**src/rtl/mux8_rr_arbiter.sv**
```systemverilog
// mux8_rr_arbiter: round-robin arbiter that shares one 8-to-1 mux among
// eight requesters.
// - Grants one requester at a time.
// - Drives select_bits to the index of the granted requester.
// - Holds a dead gap of GAP_CYCLES idle cycles between grants so the mux
//   output can settle.
// Optional build macro MUX8_ARB_TIMEOUT_EN adds a hold limit (MAX_HOLD).
// When that limit is reached, the grant is revoked and timeout pulses high
// for one cycle. Without the macro, timeout stays low and a grant lasts
// until the requester releases it.
module mux8_rr_arbiter #(
  parameter int unsigned GAP_CYCLES = 1,
  parameter int unsigned MAX_HOLD   = 16
) (
  input  logic       clk,
  input  logic       reset,
  input  logic [7:0] req,
  output logic [7:0] grant,
  output logic       grant_valid,
  output logic [2:0] select_bits,
  output logic       timeout
);

  // Reject illegal configurations at elaboration time.
  if (GAP_CYCLES < 1 || GAP_CYCLES > 15) begin : g_bad_gap
    $error("mux8_rr_arbiter: GAP_CYCLES must be in 1..15");
  end
  if (MAX_HOLD < 2 || MAX_HOLD > 255) begin : g_bad_hold
    $error("mux8_rr_arbiter: MAX_HOLD must be in 2..255");
  end

  typedef enum logic [1:0] {
    IDLE  = 2'd0,
    GRANT = 2'd1,
    GAP   = 2'd2
  } state_e;

  localparam logic [3:0] GAP_LOAD = 4'(GAP_CYCLES - 1);

  state_e     state_q, state_d;
  logic [2:0] last_idx_q, last_idx_d;
  logic [3:0] gap_cnt_q, gap_cnt_d;
  logic [7:0] grant_q, grant_d;
  logic       valid_q, valid_d;
  logic [2:0] sel_q, sel_d;
  logic       timeout_q, timeout_d;

`ifdef MUX8_ARB_TIMEOUT_EN
  localparam logic [7:0] HOLD_LIMIT = 8'(MAX_HOLD - 1);
  logic [7:0] hold_cnt_q, hold_cnt_d;
`endif

  // Round-robin scan: pick the first requester after last_idx.
  // The offset of 8 wraps back to last_idx, giving it the lowest priority.
  logic       pick_found;
  logic [2:0] pick_idx;
  logic [2:0] cand;

  // Pick the next requester to serve in round-robin order.
  always_comb begin
    // NOTE: every combinational output gets a default first; a path that
    // leaves one unassigned would infer a latch.
    pick_found = 1'b0;
    pick_idx   = last_idx_q;
    cand       = last_idx_q;
    for (int k = 1; k <= 8; k++) begin
      cand = last_idx_q + 3'(k);
      if (!pick_found && req[cand]) begin
        pick_found = 1'b1;
        pick_idx   = cand;
      end
    end
  end

  // Compute the next state and the next registered outputs.
  always_comb begin
    state_d    = state_q;
    last_idx_d = last_idx_q;
    gap_cnt_d  = gap_cnt_q;
    grant_d    = grant_q;
    valid_d    = valid_q;
    sel_d      = sel_q;
    timeout_d  = 1'b0;
`ifdef MUX8_ARB_TIMEOUT_EN
    hold_cnt_d = hold_cnt_q;
`endif

    unique case (state_q)
      IDLE: begin
        if (pick_found) begin
          grant_d    = 8'(1) << pick_idx;
          valid_d    = 1'b1;
          sel_d      = pick_idx;
          last_idx_d = pick_idx;
          state_d    = GRANT;
`ifdef MUX8_ARB_TIMEOUT_EN
          hold_cnt_d = 8'd0;
`endif
        end
      end

      GRANT: begin
        // Only the current owner's request line matters while it holds the mux.
        if (!req[sel_q]) begin
          grant_d   = 8'h00;
          valid_d   = 1'b0;
          gap_cnt_d = GAP_LOAD;
          state_d   = GAP;
`ifdef MUX8_ARB_TIMEOUT_EN
        end else if (hold_cnt_q == HOLD_LIMIT) begin
          // Forced revoke; last_idx keeps the preempted index so it ranks last.
          grant_d   = 8'h00;
          valid_d   = 1'b0;
          gap_cnt_d = GAP_LOAD;
          timeout_d = 1'b1;
          state_d   = GAP;
        end else begin
          hold_cnt_d = hold_cnt_q + 8'd1;
`endif
        end
      end

      GAP: begin
        if (gap_cnt_q == 4'd0) begin
          state_d = IDLE;
        end else begin
          gap_cnt_d = gap_cnt_q - 4'd1;
        end
      end

      default: state_d = IDLE;
    endcase
  end

  // State and output registers, cleared asynchronously on reset.
  always_ff @(posedge clk or posedge reset) begin
    if (reset) begin
      state_q    <= IDLE;
      last_idx_q <= 3'd7;
      gap_cnt_q  <= 4'd0;
      grant_q    <= 8'h00;
      valid_q    <= 1'b0;
      sel_q      <= 3'd0;
      timeout_q  <= 1'b0;
    end else begin
      // NOTE: registers use non-blocking assignments, so every flop samples
      // its pre-edge value regardless of statement order.
      state_q    <= state_d;
      last_idx_q <= last_idx_d;
      gap_cnt_q  <= gap_cnt_d;
      grant_q    <= grant_d;
      valid_q    <= valid_d;
      sel_q      <= sel_d;
      timeout_q  <= timeout_d;
    end
  end

`ifdef MUX8_ARB_TIMEOUT_EN
  // Hold counter register, present only in timeout builds.
  always_ff @(posedge clk or posedge reset) begin
    if (reset) begin
      hold_cnt_q <= 8'd0;
    end else begin
      hold_cnt_q <= hold_cnt_d;
    end
  end
`endif

  assign grant       = grant_q;
  assign grant_valid = valid_q;
  assign select_bits = sel_q;
  assign timeout     = timeout_q;

endmodule

```
**config.mk**
```make
export PLATFORM = sky130hd
export DESIGN_NAME = mux8_rr_arbiter
export DESIGN_NICKNAME = d
export VERILOG_FILES = /design/src/rtl/mux8_rr_arbiter.sv
export SDC_FILE = /design/constraint.sdc
export NUM_CORES = 1
export LEC_CHECK = 0
export CAP_MARGIN = 0
export CELL_PAD_IN_SITES_DETAIL_PLACEMENT = 1
export CELL_PAD_IN_SITES_GLOBAL_PLACEMENT = 2
export CORE_ASPECT_RATIO = 1.75
export CORE_MARGIN = 5
export CORE_UTILIZATION = 44
export DETAILED_ROUTE_END_ITERATION = 12
export DONT_BUFFER_PORTS = 1
export GPL_TIMING_DRIVEN = 1
export PLACE_DENSITY = 0.88
export SLEW_MARGIN = 10
export SYNTH_ARGS = -nofsm -noshare
export SYNTH_HDL_FRONTEND = slang
export SYNTH_SLANG_ARGS = --single-unit
export TNS_END_PERCENT = 50
```
**constraint.sdc**
```tcl
create_clock -name clk -period 8.4 [get_ports clk]
set_input_delay 1.68 -clock clk [delete_from_list [all_inputs] [get_ports clk]]
set_output_delay 1.68 -clock clk [all_outputs]
set_load 0.03 [all_outputs]
```
## After elaboration in Yosys (flattened, before gate mapping)

Cells that the tools add are included.

- Flip-flop bits (word level): 21
- Input port bits: 10
- Output and inout port bits: 13
- Word-level logic and storage cells: 99

- $add $sub $neg: 8
- Order comparisons: 9
- Eq/ne operators: 6
- Shift-type cells: 1
- Multiplexer cells: 47
- Reductions and logical operators: 22

Operator list:

| cell | number |
|---|---|
| $lt A3 B4 Y1 const B | 9 |
| $bmux W1 S3 | 9 |
| $mux W3 | 8 |
| $mux W1 | 19 |
| $mux W8 | 2 |
| $pmux W8 S2 | 1 |
| $add A3 B3 Y3 const B | 4 |
| $reduce_and A3 Y1 | 3 |
| $mux W4 | 2 |
| $ne A2 B2 Y1 const B | 4 |
| $pmux W4 S2 | 1 |
| $shl A1 B3 Y8 const A | 1 |
| $logic_and A1 B1 Y1 | 7 |
| $logic_not A1 Y1 | 7 |
| $add A3 B2 Y3 const B | 2 |
| $mux W2 | 3 |
| $pmux W2 S3 | 1 |
| $logic_not A4 Y1 | 1 |
| $reduce_bool A2 Y1 | 2 |
| $sub A4 B1 Y4 const B | 1 |
| $add A3 B1 Y3 const B | 1 |
| $eq A2 B1 Y1 const B | 1 |
| $eq A2 B2 Y1 const B | 1 |
| $logic_not A2 Y1 | 1 |
| other kinds (2) | 2 |

## Depth between registers and ports, before layout

Gate-level depths: netlist of run 1.

- Depth after elaboration: 28
- Gate-level depth with buffers: 13
- Depth with buffers taken out: 9

## Worst setup path after synthesis of run 1

No wires, ideal clock.

- Path kind: in2reg
- Start: in req[5]
- End: reg grant_q[1] (netlist: grant[1])
- Library setup time: 95 ps
- Data arrival time: 3716 ps
- Data required time: 8305 ps
- Path slack: 4589 ps
- Stages: 8
- Path buffers: 1
- Path through: clkbuf_1 mux4_2 mux2i_2 and2_1 nand3_1 o311a_1 mux2i_4 o31ai_1

- Longest elaborated chain between the ends: 27
- Elaborated cells between the ends (all ways): 54
- Those cells by class: eq/ne: 2; shift: 1; mux: 36; reduce/logical: 15

Ends and longest elaborated chain:

| element | RTL line | text |
|---|---|---|
| from (decl) | 17 | `input logic [7:0] req,` |
| $bmux W1 S3 | 68 | `if (!pick_found && req[cand]) begin` |
| $mux W1 (not written as such) | 68 |  |
| $mux W1 | 68 |  |
| $logic_not A1 Y1 | 68 |  |
| $logic_and A1 B1 Y1 | 68 |  |
| $mux W1 | 68 |  |
| $logic_not A1 Y1 | 68 |  |
| $logic_and A1 B1 Y1 | 68 |  |
| [11 not listed] | n/a |  |
| $logic_and A1 B1 Y1 | 68 |  |
| $mux W1 | 68 |  |
| $logic_not A1 Y1 | 68 |  |
| $logic_and A1 B1 Y1 | 68 |  |
| $mux W3 | 68 |  |
| $shl A1 B3 Y8 | 91 | `grant_d = 8'(1) << pick_idx;` |
| $mux W8 | 90 | `if (pick_found) begin` |
| $pmux W8 S2 | 88 | `unique case (state_q)` |
| to (signal assigned) | 151 | `grant_q <= grant_d;` |
| to (decl) | 43 | `logic [7:0] grant_q, grant_d;` |

Several ways; a longest one is shown, not always the timed one. The select of a mux whose other input is x is not followed.
A chain may end at the register's enable or synchronous reset.

## Worst setup path after layout of run 1

- Start: reg last_idx_q[1]
- End: reg grant_q[0] (netlist: grant[0])

- Longest elaborated chain between the ends: 28
- Elaborated cells between the ends (all ways): 58
- Those cells by class: add/sub: 7; eq/ne: 1; shift: 1; mux: 34; reduce/logical: 15

Ends and longest elaborated chain:

| element | RTL line | text |
|---|---|---|
| from (decl) | 41 | `logic [2:0] last_idx_q, last_idx_d;` |
| from (signal assigned) | 149 | `last_idx_q <= last_idx_d;` |
| $add A3 B1 Y3 | 67 | `cand = last_idx_q + 3'(k);` |
| $bmux W1 S3 | 68 |  |
| $mux W1 (not written as such) | 68 |  |
| $mux W1 | 68 |  |
| $logic_not A1 Y1 | 68 |  |
| $logic_and A1 B1 Y1 | 68 |  |
| $mux W1 | 68 |  |
| $logic_not A1 Y1 | 68 |  |
| [12 not listed] | n/a |  |
| $logic_and A1 B1 Y1 | 68 |  |
| $mux W1 | 68 |  |
| $logic_not A1 Y1 | 68 |  |
| $logic_and A1 B1 Y1 | 68 |  |
| $mux W3 | 68 |  |
| $shl A1 B3 Y8 | 91 |  |
| $mux W8 | 90 |  |
| $pmux W8 S2 | 88 |  |

Several ways; a longest one is shown, not always the timed one. The select of a mux whose other input is x is not followed.

==> results of run 1 <==
state kept, by name, summed over array words and instances (netlist names):
signal,count
gap_cnt_q,4
state_q,2
grant_valid,1
grant,8
last_idx_q,3
select_bits,3
final timing paths:
check,start,endpoint,slack [ns]
setup / recovery,last_idx_q[1],grant[0],4.49
hold / removal,gap_cnt_q[1],gap_cnt_q[1],0.53
setup reg to reg,last_idx_q[1],grant[0],4.49
hold reg to reg,gap_cnt_q[1],gap_cnt_q[1],0.53
max in group asynchronous,reset,gap_cnt_q[3],6.48
min in group asynchronous,reset,grant_valid,1.44
cells by family (layout without fill, tap and decap cells):
family	count (synthesis)	in the layout	synth area share (%)
and+or+nand+nor	71	71	17.8
AOI/OAI and AO/OA	49	49	17.4
muxes	29	29	26.6
buffers and inverters	23	16	5.47
DFF	21	21	26.6
xor gates and xnor gates	7	7	4.03
adders and majority gates	3	3	1.89
other	1	1	0.189
worst max-delay path: stages, from the launching register on:
cell	delay, ns
dfstp_2	0.74
inv_1	0.21
ha_1	0.61
mux4_2	0.65
mux2i_2	0.33
nand4_1	0.20
a31oi_1	0.19
nor3_1	0.08
a211oi_1	0.56
o31ai_1	0.18
area by class of cell:
class | count | area [um^2] | share of cell area [%]
flip-flops and latches | 21 | 529 | 26.0
inverters | 12 | 45.0 | 2.21
clock buffers | 3 | 41.3 | 2.03
multi-input cells | 160 | 1350 | 66.4
clock inverters | 1 | 5.00 | 0.246
well taps | 51 | 63.8 | 3.14
layer usage:
metal | up-vias | track usage [%] | routed length (um)
li1 | 749 | - | -
met1 | 820 | 21.1 | 1870
met2 | 38 | 35.6 | 3070
met3 | 16 | 2.49 | 160
met4 | 0 | 10.4 | 252
met5 | - | 0 | 0
per-stage QoR:
| stage | instance area, um^2 | std cells | setup slack (ns) | hold WS [ns] |
|---|---|---|---|---|
| 3_3_place_gp | 1990 | 244 | 4.51 | 0.504 |
| 3_5_place_dp | 1990 | 244 | 4.42 | 0.511 |
| 2_1_floorplan | 1990 | 204 | 4.59 | 0.471 |
| 6_report | 2030 | 248 | 4.49 | 0.528 |
| 5_1_grt | 2030 | 248 | 4.19 | 0.582 |
| 4_1_cts | 2030 | 248 | 4.48 | 0.523 |
synthesized netlist by cell type, types with 2 or more instances:
master	count	area share, %
a21o_1	3	1.1
a21oi_1	13	3.3
a32oi_1	2	0.88
and2_1	4	1.3
and3_1	4	1.3
and3b_1	4	1.8
buf_2	6	1.5
buf_4	2	0.75
clkbuf_1	2	0.38
dfrtp_1	18	23
dfstp_2	3	4.0
ha_1	3	1.9
inv_1	11	2.1
mux2i_1	7	3.5
mux2i_2	3	2.1
mux2i_4	2	2.3
mux4_2	16	18
nand2_1	27	5.1
nand3_1	6	1.5
nor2_1	11	2.1
nor3_1	3	0.75
nor4_1	2	0.63
o21ai_0	4	1.0
o21ai_1	6	1.5
o31ai_1	7	2.6
o31ai_2	2	1.3
or2_1	2	0.63
or3_1	2	0.63
xnor2_1	3	1.3
xor2_1	3	1.3
==> impl_metrics.csv, run 1 <==
group,metric,value,unit
die,io_pins,23,
place,dp_hpwl,4.29,mm
logic_synthesis,ys.flop_type,"dfrtp_1",
cts,cts_setup_buffers,0,
cts,root_buffer,"clkbuf_8",
sta,skew,0.00253,ns
die,core-area,4400,um^2
logic_synthesis,synthArstFlopShare,100,%
run,max-cap-violations,0,
logic_synthesis,netlist_area,1990,um^2
sta,slew_headroom,49.4,%
die,floorplan.initialDensity,45.1,%
critical_path,worst-setup-path-type,"reg -> reg",
critical_path,worst_setup_path_end_kind,"flop",
cts,clk_pin_slew,0.07,ns
die,dieArea,6020,um^2
finish,syn_to_final_growth,2.33,%
sta,finalSetupTns,0,ns
routing,via_per_inst,6.54,
cts,numCtsBuffers,3,
run_status,status,"finished, final reports clean",
sta,hold_viol_final,0,
global_routing,grt_max_degree,22,
sta,max_freq,256,MHz
sta,drv_slew,0,
sta,layout_min_cycle_time,3.91,ns
cts,clockBufferDepth,2,
finish,layout_common_cells,"27 x nand2_1, 18 x dfrtp_1, 16 x mux4_2",
sta,worst_pin_slew,0.758,ns
global_routing,overflow,0,
die,die_w,60.8,um
routing,detail_route.first_pass.iterations,4,
global_routing,grt_pass1_wl,9.10,mm
logic_synthesis,seq_area_frac_synth,26.6,%
finish,fill_cells,525,
critical_path,required,8.51,ns
hold_path,holdPathStages,2,
routing,drt-initial-drc-count,68,
hold_path,hold_path_class,"reg -> reg",
global_routing,antenna_found_initial,0,
finish,layout-drive-gt1-share,18.8,%
place,io_buffer_count,0,
routing,vias,1623,
critical_path,worstSetupStartpointType,"flop",
logic_synthesis,yosys_warnings,0,
cts,cts_tree,"yes",
sta,setup_viol,0,
finish,nets,211,
logic_synthesis,synth_edf_count,0,
finish,fin_util,46.2,%
routing,wl_per_cell,21.6,um
cts,clock-sinks,21,
critical_path,reg2reg_depth,9,
die,die_y,98.9,um
logic_synthesis,ys_ff_latch,21,
routing,post-route-drc-count,0,
logic_synthesis,ys_types,53,
critical_path,crit_path_max_fanout,15,
global_routing,grt_use_total,19.8,%
global_routing,grt_pass1_vias,1839,
cts,ctsHoldBuffers,0,
place,gp_congestion,0.919,
routing,antenna_left,0,
sta,rsz0062_at_grt,"false",
routing,drt_wl_total,5.36,mm
sta,period_share,46.5,%
critical_path,critPathArrivalTime,4.02,ns
cts,cts-htree-levels,1,
cts,post_cts_resized,0,
logic_synthesis,netlist_instances,204,
logic_synthesis,syn-num-nets,217,
finish,layout_commonest_cell,"nand2_1",
logic_synthesis,synth.avg_cell_area,9.75,um^2
die,num_rows,32,
cts,clk_latency,0.26,ns
finish,num_antenna_cells,0,
Power of run 1 is left out: the tool's default activity adds up to more than one toggle a clock period on the data nets, which glitch-free logic cannot reach.
==> run 2, diff against run 1 <==
CORE_UTILIZATION = 37   (was 44)
PLACE_DENSITY = 0.8   (was 0.88)
clock period = 3.4 ns   (was 8.4 ns; I/O delays follow)
==> run 2 against run 1 <==
  * Setup slack worse by 4.3 ns
  * Sequential share of layout area decreased by 0.81 points
  * Die area grew 16%
  * Critical path depth is the same
  * Non-clock buffer count is 6 higher
  * Clock skew increased by 0.0021 ns
  * Cell area grew 3.2%
  * First-iteration DRC count fell by 40%
  * Highest routed layer unchanged
  * Critical endpoint is now grant[7]
  * Via count increased by 4.2%
  * Core utilization fell by 6.2 points
  * Flip-flop and latch count stayed put
  * Worst hold slack got worse by 0.076 ns
==> impl_metrics.csv, run 2 (synthesis gave the netlist of run 1 again) <==
group,metric,value,unit
cts,root_buffer,"clkbuf_8",
critical_path,worst_setup_path_end_kind,"flop",
die,die_w,65.4,um
cts,post_cts_resized,0,
global_routing,grt_max_degree,22,
routing,drt-initial-drc-count,41,
global_routing,grt_pass1_wl,9.45,mm
cts,cts-htree-levels,1,
critical_path,worst-setup-path-type,"reg -> reg",
die,die_y,107,um
cts,clockBufferDepth,2,
finish,nets,217,
routing,antenna_left,0,
cts,clock-sinks,21,
finish,syn_to_final_growth,5.60,%
sta,drv_slew,0,
run,max-cap-violations,0,
finish,largest_register_ff_count,8,
cts,clk_pin_slew,0.08,ns
global_routing,grt_use_total,17.4,%
critical_path,critical_path.max_stage_delay,0.54,ns
place,io_buffer_count,0,
sta,skew,0.00460,ns
finish,fill_cells,615,
finish,layout_commonest_cell,"nand2_1",
critical_path,critPathArrivalTime,3.41,ns
routing,vias,1691,
critical_path,worstSetupStartpointType,"flop",
finish,final_cells,258,
critical_path,path_cells,"inv_2 -> ha_1 -> buf_4 -> mux4_2 -> o221ai_2 -> nand3_1 -> o311a_1 -> mux2i_4 -> o31ai_1",
sta,worst_pin_slew,0.801,ns
critical_path,required,3.57,ns
cts,cts_setup_buffers,0,
sta,max_freq,309,MHz
hold_path,hold_path_class,"in -> async",
sta,layout_min_cycle_time,3.24,ns
finish,num_antenna_cells,0,
sta,setup_viol,0,
place,gp_congestion,0.887,
routing,detail_route.first_pass.iterations,4,
routing,via_per_inst,6.55,
die,core-area,5260,um^2
cts,numCtsBuffers,3,
routing,drt_wl_total,5.69,mm
global_routing,grt_pass1_vias,1814,
die,num_rows,35,
finish,layout-drive-gt1-share,22.2,%
sta,finalSetupTns,0,ns
sta,period_share,95.3,%
cts,clk_latency,0.26,ns
sta,hold_ws,0.452,ns
place,dp_cells,254,
die,dieArea,7000,um^2
global_routing,antenna_found_initial,0,
cts,ctsHoldBuffers,0,
place,dp_slack,0.118,ns
routing,wl_per_cell,22.1,um
finish,layout_common_cells,"27 x nand2_1, 18 x dfrtp_1, 16 x mux4_2",
die,floorplan.initialDensity,37.8,%
sta,rsz0062_at_grt,"false",
sta,hold_viol_final,0,
sta,setup_ws,0.160,ns
cts,cts_tree,"yes",
routing,post-route-drc-count,0,
place,dp_hpwl,4.49,mm
global_routing,overflow,0,
critical_path,crit_path_max_fanout,10,
run_status,status,"finished, final reports clean",
critical_path,cp_slowest_cell,"dfstp_2",
sta,slew_headroom,46.6,%
die,io_pins,23,
-- run 2: changes by cell type in the layout (fill, tap and decap cells not counted) --
cell | before | now
a21oi_2 | 0 | 1
ha_1 | 3 | 2
mux2i_4 | 2 | 3
a21oi_1 | 13 | 12
ha_2 | 0 | 1
buf_4 | 0 | 6
mux2i_2 | 3 | 2
-- run 2: layer usage --
| metal | part of all wire, % | global-route usage (%) | vias up |
|---|---|---|---|
| met5 | 0 | 0 | - |
| met2 | 57 | 31.7 | 51 |
| met3 | 3.7 | 2.52 | 16 |
| met1 | 34 | 18.4 | 862 |
| li1 | - | - | 762 |
| met4 | 5.2 | 9.94 | 0 |
-- run 2: final cells by class --
| class | instances | area [um^2] | area share [%] |
|---|---|---|---|
| clock inverters | 1 | 5.00 | 0.238 |
| repair buffers | 6 | 45.0 | 2.15 |
| well taps | 55 | 68.8 | 3.28 |
| inverters | 12 | 45.0 | 2.15 |
| clock buffers | 3 | 41.3 | 1.97 |
| multi-input cells | 160 | 1370 | 65.0 |
| flip-flops and latches | 21 | 529 | 25.2 |
-- run 2: final timing paths --
| kind | start | endpoint | slack [ns] | cells past startpoint |
|---|---|---|---|---|
| setup / recovery | last_idx_q[0] | grant[7] | 0.16 | 9 |
| hold / removal | reset | grant[1] | 0.45 | 1 |
| setup reg to reg | last_idx_q[0] | grant[7] | 0.16 | 9 |
| hold reg to reg | gap_cnt_q[1] | gap_cnt_q[1] | 0.53 | 2 |
| max in group asynchronous | reset | gap_cnt_q[0] | 2.45 | 1 |
| min in group clk | gap_cnt_q[1] | gap_cnt_q[1] | 0.53 | 2 |
-- run 2: critical path, delay by kind of cell, from the launching register on --
| family | cells | cell delay (ns) |
|---|---|---|
| AO/OA/AOI/OAI | 3 | 1.05 |
| adder cells (fa/ha/maj) | 1 | 0.34 |
| flip-flops | 1 | 0.54 |
| AND/OR/NAND/NOR | 1 | 0.17 |
| buffers and inverters | 2 | 0.27 |
| multiplexers | 2 | 0.77 |
-- run 2: stage by stage --
step           utilization, %  instance area [um^2]
3_3_place_gp             38.8                  2040
2_1_floorplan               -                  1990
6_report                 40.0                  2100
3_5_place_dp             38.8                  2040
4_1_cts                  39.7                  2080
5_1_grt                  40.0                  2100
Power of run 2 is left out for the same reason.
==> run 3, diff against run 2 <==
ABC_AREA = 1   (was unset)
CORE_UTILIZATION = 32   (was 37)
PLACE_DENSITY = 0.79   (was 0.8)
==> run 3 against run 2 <==
  * Worst hold slack got worse by 0.0038 ns
  * Die area increased by 5.4%
  * Count of clock-buffer cells in the layout unchanged
  * Cell count is 33% higher
  * Clock skew up 0.0027 ns
  * First-iteration DRC count increased by 37%
  * Flip-flop and latch count unchanged
  * Non-clock buffer count decreased by 5
  * Synthesized cell count grew 30%
  * Critical endpoint unchanged
==> impl_metrics.csv, run 3 <==
group,metric,value,unit
routing,vias,1692,
finish,nets,280,
finish,layout_commonest_cell,"nand2_1",
sta,finalSetupTns,0,ns
die,io_pins,23,
cts,numCtsBuffers,3,
die,num_rows,36,
logic_synthesis,ys_ff_latch,21,
routing,post-route-drc-count,0,
sta,slew_headroom,47.3,%
finish,regArea,529,um^2
sta,max_freq,335,MHz
die,dieArea,7370,um^2
sta,skew,0.00735,ns
logic_synthesis,ys.flop_type,"dfrtp_1",
sta,rsz0062_at_grt,"false",
global_routing,grt_pass1_vias,1854,
global_routing,use_met2,32.7,%
routing,wl_per_cell,16.2,um
finish,fill_cells,738,
place,io_buffer_count,0,
logic_synthesis,netlist_area,1830,um^2
logic_synthesis,yosys.area.top_type,"dfrtp_1",
place,gp_congestion,0.865,
global_routing,grt_most_used_layer,"met2",
hold_path,hold_path_class,"in -> async",
global_routing,gr-usage-met3,1.94,%
sta,drv_slew,0,
place,dp_cells,338,
finish,num_antenna_cells,0,
die,die_y,110,um
routing,via_per_inst,4.95,
routing,drt-initial-drc-count,56,
critical_path,required,3.56,ns
cts,cts_setup_buffers,0,
finish,design_area,1930,um^2
finish,final_cells,342,
global_routing,grt_max_degree,22,
logic_synthesis,ys_top_cells_by_count,"103 x nand2_1, 23 x nand3_1, 19 x inv_1",
critical_path,critPathArrivalTime,3.15,ns
finish,layout_common_cells,"103 x nand2_1, 23 x nand3_1, 19 x inv_1",
logic_synthesis,netlist_instances,266,
routing,antenna_left,0,
sta,period_share,87.9,%
place,dp_hpwl,4.79,mm
place,dpl_cell_area,1880,um^2
logic_synthesis,yosys_warnings,0,
global_routing,grt_pass1_wl,8.98,mm
logic_synthesis,synthArstFlopShare,100,%
finish,layout-drive-gt1-share,20.7,%
logic_synthesis,synth.top_cell.area_share,24.7,%
logic_synthesis,synth.avg_cell_area,6.86,um^2
cts,root_buffer,"clkbuf_8",
cts,clk_latency,0.26,ns
global_routing,grt_use_total,16.5,%
run,max-cap-violations,0,
routing,drt_wl_total,5.54,mm
logic_synthesis,yosys-top-cells-area,"dfrtp_1 25%, nand2_1 21%, nand3_1 6.3%, dfstp_2 4.3%, inv_1 3.9%",
critical_path,worstSetupStartpointType,"flop",
cts,ctsHoldBuffers,0,
logic_synthesis,syn-num-nets,279,
sta,setup_viol,0,
logic_synthesis,seq_area_frac_synth,29.0,%
critical_path,worst-setup-path-type,"reg -> reg",
finish,multiInputGateArea,1130,um^2
logic_synthesis,ys_types,40,
die,core-area,5540,um^2
logic_synthesis,synth.most_common_cell,"nand2_1",
die,floorplan.initialDensity,32.9,%
cts,clockBufferDepth,2,
run_status,status,"finished, final reports clean",
sta,layout_min_cycle_time,2.99,ns
cts,clk_pin_slew,0.08,ns
cts,cts_tree,"yes",
routing,detail_route.first_pass.iterations,4,
die,die_w,67.1,um
cts,post_cts_resized,0,
critical_path,worst_setup_path_end_kind,"flop",
finish,largest_register_ff_count,8,
cts,clock-sinks,21,
logic_synthesis,synth_edf_count,0,
global_routing,grt_use_met1,14.9,%
sta,hold_viol_final,0,
cts,cts-htree-levels,1,
global_routing,overflow,0,
sta,worst_pin_slew,0.789,ns
critical_path,crit_path_max_fanout,13,
finish,syn_to_final_growth,5.69,%
global_routing,antenna_found_initial,0,
## run 3: metal layers
layer	vias to the layer above	wire [um]
met5	-	0
met4	0	337
met3	19	140
met2	30	3170
met1	801	1890
li1	842	-
## run 3: per-stage QoR
stage | setup slack [ns] | util [%] | hold slack (ns)
2_1_floorplan | 0.937 | - | 0.434
3_3_place_gp | 0.469 | 34.0 | 0.453
5_1_grt | 0.222 | 34.8 | 0.515
6_report | 0.410 | 34.8 | 0.448
4_1_cts | 0.408 | 34.8 | 0.477
3_5_place_dp | 0.430 | 34.0 | 0.471
## run 3: cells by family (layout without fill, tap and decap cells)
group,after synthesis,after routing,share of synthesized area [%]
buf+inv,36,36,9.05
compound gates,23,23,8.36
mux,1,1,0.548
simple gates,177,177,48.5
xor+xnor,4,4,2.33
fa+ha+maj,3,3,2.06
flops,21,21,29.0
other cells,1,1,0.205
## run 3: path summary, 6_finish.rpt
path	from	slack, ns	depth (start not counted)	end
max	last_idx_q[0]	0.41	16	grant[7]
min	reset	0.45	1	grant[2]
max reg2reg	last_idx_q[0]	0.41	16	grant[7]
min reg2reg	gap_cnt_q[3]	0.48	1	gap_cnt_q[3]
max in group asynchronous	reset	2.45	1	state_q[0]
min in group clk	gap_cnt_q[3]	0.48	1	gap_cnt_q[3]
## run 3: layout make-up
type | instances | share of cell area (%)
repair buffers | 1 | 0.389
well taps | 76 | 4.93
clock buffers | 3 | 2.14
multi-input cells | 209 | 58.6
flip-flops and latches | 21 | 27.4
inverters | 31 | 6.23
clock inverters | 1 | 0.259
## run 3: critical path, stage by stage (launching register included)
cell and delay [ns]:
dfstp_2 0.68, inv_2 0.18, ha_1 0.43, inv_2 0.16
nand3_1 0.13, nand3_2 0.12, nand2_4 0.09, nor2_2 0.17
nand4_2 0.15, nor2_2 0.15, nand3_2 0.13, nand2_4 0.13
inv_2 0.08, nand3_2 0.10, inv_2 0.06, nand2_1 0.08
nand2_1 0.05
Power of run 3 is left out for the same reason.
